## config.mk

```make
export PLATFORM = sky130hd
export DESIGN_NAME = ste_btn_debounce
export DESIGN_NICKNAME = d
export VERILOG_FILES = /design/src/rtl/ste_btn_debounce.sv
export SDC_FILE = /design/constraint.sdc
export NUM_CORES = 1
export LEC_CHECK = 0
export ABC_AREA = 1
export CAP_MARGIN = 20
export CORE_MARGIN = 2
export CORE_UTILIZATION = 40
export CTS_CLUSTER_SIZE = 24
export DETAILED_ROUTE_END_ITERATION = 12
export SYNTH_ARGS = -nofsm -noshare
export SYNTH_HDL_FRONTEND = slang
export SYNTH_SLANG_ARGS = --single-unit
```

## constraint.sdc

```tcl
create_clock -name clk -period 1.75 [get_ports clk]
set_input_delay 0.35 -clock clk [delete_from_list [all_inputs] [get_ports clk]]
set_output_delay 0.35 -clock clk [all_outputs]
set_load 0.02 [all_outputs]
```

## src/rtl/ste_btn_debounce.sv

```systemverilog
`default_nettype none
// ste_btn_debounce: synchronizes and debounces a push-button, giving a level and a one-cycle press pulse.
// Optional auto-repeat while held is compiled in by defining STE_BTN_AUTOREPEAT_EN.  Rev 1.0
module ste_btn_debounce #(
  parameter logic [19:0] DEBOUNCE_CYCLES = 20'd1_000_000
`ifdef STE_BTN_AUTOREPEAT_EN
  ,
  parameter logic [23:0] REPEAT_CYCLES   = 24'd10_000_000
`endif
) (
  input  logic clk,
  input  logic reset_ni,
  input  logic btn_i,
  output logic trig_pls,
  output logic btn_level_o
);

  typedef enum logic [1:0] {
    IDLE         = 2'd0,
    PRESS_WAIT   = 2'd1,
    HELD         = 2'd2,
    RELEASE_WAIT = 2'd3
  } state_e;

  localparam logic [19:0] DEB_LAST = DEBOUNCE_CYCLES - 20'd1;

  logic        sync1_q;
  logic        btn_sync_q;
  state_e      state_q, state_d;
  logic [19:0] cnt_q, cnt_d;
  logic        trig_q, trig_d;
  logic        level_q, level_d;

`ifdef STE_BTN_AUTOREPEAT_EN
  localparam logic [23:0] REP_LAST = REPEAT_CYCLES - 24'd1;
  logic [23:0] rep_q, rep_d;
`endif

  always_ff @(posedge clk or negedge reset_ni) begin
    if (!reset_ni) begin
      sync1_q    <= 1'b0;
      btn_sync_q <= 1'b0;
      state_q    <= IDLE;
      cnt_q      <= 20'd0;
      trig_q     <= 1'b0;
      level_q    <= 1'b0;
    end else begin
      sync1_q    <= btn_i;
      btn_sync_q <= sync1_q;
      state_q    <= state_d;
      cnt_q      <= cnt_d;
      trig_q     <= trig_d;
      level_q    <= level_d;
    end
  end

`ifdef STE_BTN_AUTOREPEAT_EN
  always_ff @(posedge clk or negedge reset_ni) begin
    if (!reset_ni) begin
      rep_q <= 24'd0;
    end else begin
      rep_q <= rep_d;
    end
  end
`endif

  always_comb begin
    state_d = state_q;
    cnt_d   = cnt_q;
    trig_d  = 1'b0;
    level_d = level_q;
`ifdef STE_BTN_AUTOREPEAT_EN
    rep_d   = rep_q;
`endif
    case (state_q)
      IDLE: begin
        if (btn_sync_q) begin
          state_d = PRESS_WAIT;
          cnt_d   = 20'd0;
        end
      end
      PRESS_WAIT: begin
        if (!btn_sync_q) begin
          state_d = IDLE;
          cnt_d   = 20'd0;
        end else if (cnt_q == DEB_LAST) begin
          state_d = HELD;
          cnt_d   = 20'd0;
          trig_d  = 1'b1;
          level_d = 1'b1;
`ifdef STE_BTN_AUTOREPEAT_EN
          rep_d   = 24'd0;
`endif
        end else begin
          cnt_d = cnt_q + 20'd1;
        end
      end
      HELD: begin
        if (!btn_sync_q) begin
          state_d = RELEASE_WAIT;
          cnt_d   = 20'd0;
`ifdef STE_BTN_AUTOREPEAT_EN
          rep_d   = 24'd0;
`endif
        end
`ifdef STE_BTN_AUTOREPEAT_EN
        // Repeat only while the button is still seen held; a release sample takes priority.
        else if (rep_q == REP_LAST) begin
          rep_d  = 24'd0;
          trig_d = 1'b1;
        end else begin
          rep_d = rep_q + 24'd1;
        end
`endif
      end
      RELEASE_WAIT: begin
        if (btn_sync_q) begin
          state_d = HELD;
          cnt_d   = 20'd0;
`ifdef STE_BTN_AUTOREPEAT_EN
          rep_d   = 24'd0;
`endif
        end else if (cnt_q == DEB_LAST) begin
          state_d = IDLE;
          cnt_d   = 20'd0;
          level_d = 1'b0;
        end else begin
          cnt_d = cnt_q + 20'd1;
        end
      end
      default: begin
        state_d = IDLE;
        cnt_d   = 20'd0;
      end
    endcase
  end

  assign trig_pls    = trig_q;
  assign btn_level_o = level_q;

endmodule
`default_nettype wire

```

==> results of run 1 <==
[final timing paths]
check / startpoint / endpoint
setup / recovery: btn_level_o / btn_level_o
hold / removal: sync1_q / btn_sync_q
setup reg to reg: cnt_q[0] / cnt_q[19]
hold reg to reg: sync1_q / btn_sync_q
max in group asynchronous: reset_ni / cnt_q[19]
min in group asynchronous: reset_ni / cnt_q[3]
[state kept, by name, summed over array words and instances, names as in the netlist, named ones only]
register and flops:
cnt_q 20, btn_sync_q 1, btn_level_o 1, state_q 1, sync1_q 1, trig_pls 1
[through the flow]
| stage | hold slack (ns) | worst slack, ns | instance area [um2] | util [%] |
|---|---|---|---|---|
| final | 0.357 | 0.165 | 1800 | 48.1 |
| after global routing | 0.364 | 0.0521 | 1800 | 48.1 |
| after CTS | 0.362 | 0.136 | 1800 | 48.0 |
| after detailed placement | 0.339 | 0.152 | 1720 | 46.1 |
| after global placement | 0.332 | 0.204 | 1720 | 46.1 |
| after floorplan | 0.0544 | 0.362 | 1600 | - |
[per-layer routing]
metal,vias to the layer above,wire length (um)
li1,718,-
met1,611,1810
met2,12,1480
met3,2,69
met4,0,18
met5,-,0
[cells in the mapped netlist (2+ instances only)]
| cell | count |
|---|---|
| nand3_4 | 2 |
| o21ai_1 | 3 |
| nand4_1 | 10 |
| inv_1 | 24 |
| nand3_2 | 2 |
| nand2_1 | 74 |
| nor2_1 | 26 |
| nand3_1 | 14 |
| nor2_4 | 2 |
| xor2_1 | 4 |
| nand2_2 | 4 |
| o21ai_0 | 9 |
| o22ai_1 | 4 |
| dfrtp_1 | 26 |
| or2_1 | 2 |
| nor2_2 | 6 |
[power by group]
group / internal [W] / switching, W
Sequential: 0.000647 / 0.0000521
Combinational: 0.000133 / 0.000236
Clock: 0.000306 / 0.000201
[cell families (layout without fill, tap and decap cells)]
kind of cell	after synthesis	count (layout)	share of synthesized area, %
mux	1	1	0.626
compound gates	17	17	5.63
simple gates	143	143	42.5
fa+ha+maj	1	1	0.782
flops	26	26	40.7
xor+xnor	5	5	2.74
buf+inv	27	37	7.04
[final cells by class]
class	count	area, um2
sequential	26	651
tap	48	60.1
timing repair buffer	8	82.6
inverter	25	93.8
fill	380	1940
multi-input combinational	167	842
clock inverter	1	30.0
clock buffer	3	41.3
[repair_timing]
| item | in CTS | in global routing |
|---|---|---|
| gates resized for setup | 0 | 1 |
| endpoints found under the setup margin | 0 | 1 |
| buffers inserted | 0 | 0 |
==> summary.md, run 1 <==
| Metric | Value |
|---|---|
| Outcome | finished, final reports clean |
| Final hold vios | 0 |
| Via/cell ratio | 4.83 |
| Hold depth | 0 |
| R2R cell count | 8 |
| Cell breakdown of the critical path | clkdlybuf4s50_1 |
| Worst slew pin tran | 0.331 ns |
| Max_cap viols | 0 |
| Fin Setup TNS | 0 ns |
| Most frequent cells in the layout | nand2_1, nor2_1, dfrtp_1 |
| Post-synth ARST share | 100% |
| GR Util met1 | 25.3% |
| Worst-path cell with the longest stage delay | clkdlybuf4s50_1 |
| Iter 0 DRT Violations | 59 |
| Initial Util | 42.7% |
| Dpl cells | 274 |
| Worst Skew | 0.00619 ns |
| Sequential fraction of the synthesis area | 40.7% |
| Post-synth top area cell | dfrtp_1 |
| Site Rows | 22 |
| Layout area overhead | 12.5% |
| Period utilization | 90.5% |
| Clk_lat worst skew | 0.28 ns |
| Register clock-pin slew on the reported worst setup and hold paths | 0.10 ns |
| Num CTS Buffers | 3 |
| Pleak | 0.806 nW |
| Setup crit start kind | flop |
| WP depth | 1 |
| Critical path's top delay family | buffers and inverters |
| Dpl hpwl | 2520 um |
| Hold WC Path Type | reg -> reg |
| Share of cells above drive strength 1 | 11.3% |
| RSZ-0062 raised after global routing | false |
| Ys flop type | dfrtp_1 |
| Initial antenna violation count | 0 |
| CTS Hold Bufs | 0 |
| DRC | 0 |
| Relative slew slack | 77.9% |
| Register bit count reported by yosys | 26 |
| CP Data Arrival Time | 1.23 ns |
| Routability cong. | 0.822 |
| Pins Over Slew Limit | 0 |
| Die width | 67.3 um |
| FMAX | 631 MHz |
| Total clock sinks | 26 |
| Nets@finish | 235 |
| Crit Path Class | reg -> out |
| Post-synthesis cell area | 0.00160 mm2 |
| Post-route minimum period | 1.58 ns |
| Inserted Diodes | 0 |
| GR Layer Usage met3 | 3.00% |
| Global routing usage on met2 | 29.1% |
| CTS max path bufs | 2 |
| Port buffer count | 4 |
| Syn_nets | 224 |
| Die height | 67.3 um |
| Avg Cell Area, Syn | 7.27 um2 |
| Most common cell after layout, fill and taps aside | nand2_1 |
| Total GRT Usage | 17.8% |
| Fin cells | 278 |
| Synthesized instance count | 220 |
| Most Crowded Layer GR | met2 |
| First-pass GRT wire length | 6170 um |
| Final setup vio count | 0 |
| Leading post-synthesis cells by cell area | dfrtp_1, nand2_1, nor2_1 |
| Detail Route Antenna Nets | 0 |
| DRT Pass-1 Iters | 4 |
| Overall Power | 0.00157 W |
| Crit path capture type | output pin |
| Synth cell types | 24 |
| IO Pins | 5 |
| WL per Instance | 12.1 um |
| Max stage delay on crit path | 0.60 ns |
| Largest net degree at the start of global routing | 27 |
| Overall routed net length | 3370 um |
| Warning count from the yosys run | 0 |
| Core Area | 0.00374 mm2 |
| Post-synth top area share | 40.7% |
| Worst VDD drop | 513 uV |
| Pwr dens | 875 mW/mm2 |
| WP buf/inv | 1 |
| Gr ovfl total | 0 |
| Die area | 0.00452 mm2 |
| Via count of the routed design | 1,343 |
| Vias in the first global route | 1,309 |
| CTS tree | yes |
| Flop2flop setup slack | 0.19 ns |
| Clk root buf | clkbuf_8 |
| CTS H-tree lvls | 1 |
| Crit path required time | 1.40 ns |
| CP Max Fanout | 2 |
| EDFF count, synth | 0 |
No activity file was read; power rests on OpenSTA's default activity.
==> run 2: changes to the inputs <==
- CORE_ASPECT_RATIO: not set -> 1.1
==> summary.md, run 2 (synthesis results as in run 1) <==
| Metric | Value |
|---|---|
| Outcome | finished, final reports clean |
| Worst slew pin tran | 0.336 ns |
| Via count of the routed design | 1,357 |
| Crit path capture type | output pin |
| Die width | 64.3 um |
| CP Data Arrival Time | 1.23 ns |
| FMAX | 633 MHz |
| Share of cells above drive strength 1 | 10.9% |
| Routability cong. | 0.833 |
| Crit Path Class | reg -> out |
| Period utilization | 90.2% |
| Min-delay src | sync1_q |
| Number of fill cells | 410 |
| Max stage delay on crit path | 0.60 ns |
| Pleak | 0.789 nW |
| Number of flip-flops in the largest register | 20 |
| Crit path required time | 1.40 ns |
| Fin Setup TNS | 0 ns |
| CTS Hold Bufs | 0 |
| Top reg by flops | cnt_q |
| Cell area after layout | 0.00176 mm2 |
| Port buffer count | 4 |
| Dpl hpwl | 2460 um |
| IO Pins | 5 |
| Dpl cells | 277 |
| Layout area overhead | 10.2% |
| Reg2Reg Launch Point | cnt_q[0] |
| Initial Util | 41.0% |
| Sequential cell area | 651 um2 |
| Hold depth | 0 |
| Overall routed net length | 3250 um |
| Pins Over Slew Limit | 0 |
| Worst Skew | 0.00253 ns |
| Largest net degree at the start of global routing | 27 |
| Pwr dens | 810 mW/mm2 |
| Max_cap viols | 0 |
| RSZ-0062 raised after global routing | false |
| Num CTS Buffers | 3 |
| CTS H-tree lvls | 1 |
| Post-CTS setup buffer count | 0 |
| Overall Power | 0.00143 W |
| Iter 0 DRT Violations | 46 |
| Worst-path cell with the longest stage delay | clkdlybuf4s50_1 |
| First-pass GRT wire length | 5840 um |
| CTS max path bufs | 2 |
| Clk_lat worst skew | 0.27 ns |
| Multi-input logic area | 837 um2 |
| Most frequent cells in the layout | nand2_1, nor2_1, dfrtp_1 |
| Worst VDD drop | 406 uV |
| WP depth | 1 |
| Hold WC Path Type | reg -> reg |
| Inserted Diodes | 0 |
| Vias in the first global route | 1,275 |
| Place WS | 0.158 ns |
| Post-route minimum period | 1.58 ns |
| Final setup vio count | 0 |
| Total GRT Usage | 16.4% |
| Initial antenna violation count | 0 |
| Die height | 70.3 um |
| Critical path startpoint | btn_level_o |
| DRT Pass-1 Iters | 4 |
| Total clock sinks | 26 |
| Nets@finish | 234 |
| Critical path's top delay family | buffers and inverters |
| Setup WS post-layout | 0.171 ns |
| WP buf/inv | 1 |
| Detail Route Antenna Nets | 0 |
| Relative slew slack | 77.6% |
| R2R cell count | 8 |
| Most common cell after layout, fill and taps aside | nand2_1 |
| Die area | 0.00452 mm2 |
| Post-CTS sizing | 0 |
| Register clock-pin slew on the reported worst setup and hold paths | 0.09 ns |
| Core Area | 0.00390 mm2 |
| Via/cell ratio | 4.83 |
| CTS tree | yes |
| Setup crit start kind | flop |
| DRC | 0 |
| Clk root buf | clkbuf_8 |
| Fin cells | 281 |
| Final hold vios | 0 |
| Cell breakdown of the critical path | clkdlybuf4s50_1 |
| CP Max Fanout | 2 |
| WL per Instance | 11.6 um |
| Gr ovfl total | 0 |
| Site Rows | 24 |
| Post-DP Area | 0.00171 mm2 |
## run 2: cell types whose count changed in the layout (fill, tap and decap cells not counted)
cell	delta
clkbuf_8	+1
buf_12	-1
bufinv_16	-1
nand2_4	-1
nand2_2	+1
## run 2: area by class of cell
type	count	area share, %
clock buffer	4	3.12
inverter	25	5.32
multi-input combinational	167	47.4
sequential	26	36.9
tap	52	3.69
timing repair buffer	7	3.55
## run 2: per-stage QoR
step,util (%),hold WS (ns)
after global placement,43.8,0.335
after CTS,45.2,0.382
after floorplan,-,0.0544
after detailed placement,43.8,0.360
final,45.2,0.378
after global routing,45.2,0.382
## run 2: power by group
group          internal, W  switching (W)
logic             0.000108       0.000228
clock network     0.000201       0.000193
registers         0.000647      0.0000518
total             0.000957       0.000473
## run 2: worst paths after layout
check	end	slack, ns
worst max-delay path	btn_level_o	0.17
worst min-delay path	btn_sync_q	0.38
worst max register to register	flop	0.17
worst min register to register	btn_sync_q	0.38
max in group asynchronous	cnt_q[8]	1.06
min in group asynchronous	cnt_q[19]	0.44
## run 2: metal layers
layer | part of all wire (%) | up-vias | track usage [%] | wire (um)
li1 | - | 717 | - | -
met1 | 49 | 625 | 21.8 | 1580
met2 | 48 | 10 | 27.4 | 1560
met3 | 1.6 | 5 | 1.93 | 52
met4 | 1.6 | 0 | 5.67 | 51
met5 | 0 | - | 0 | 0
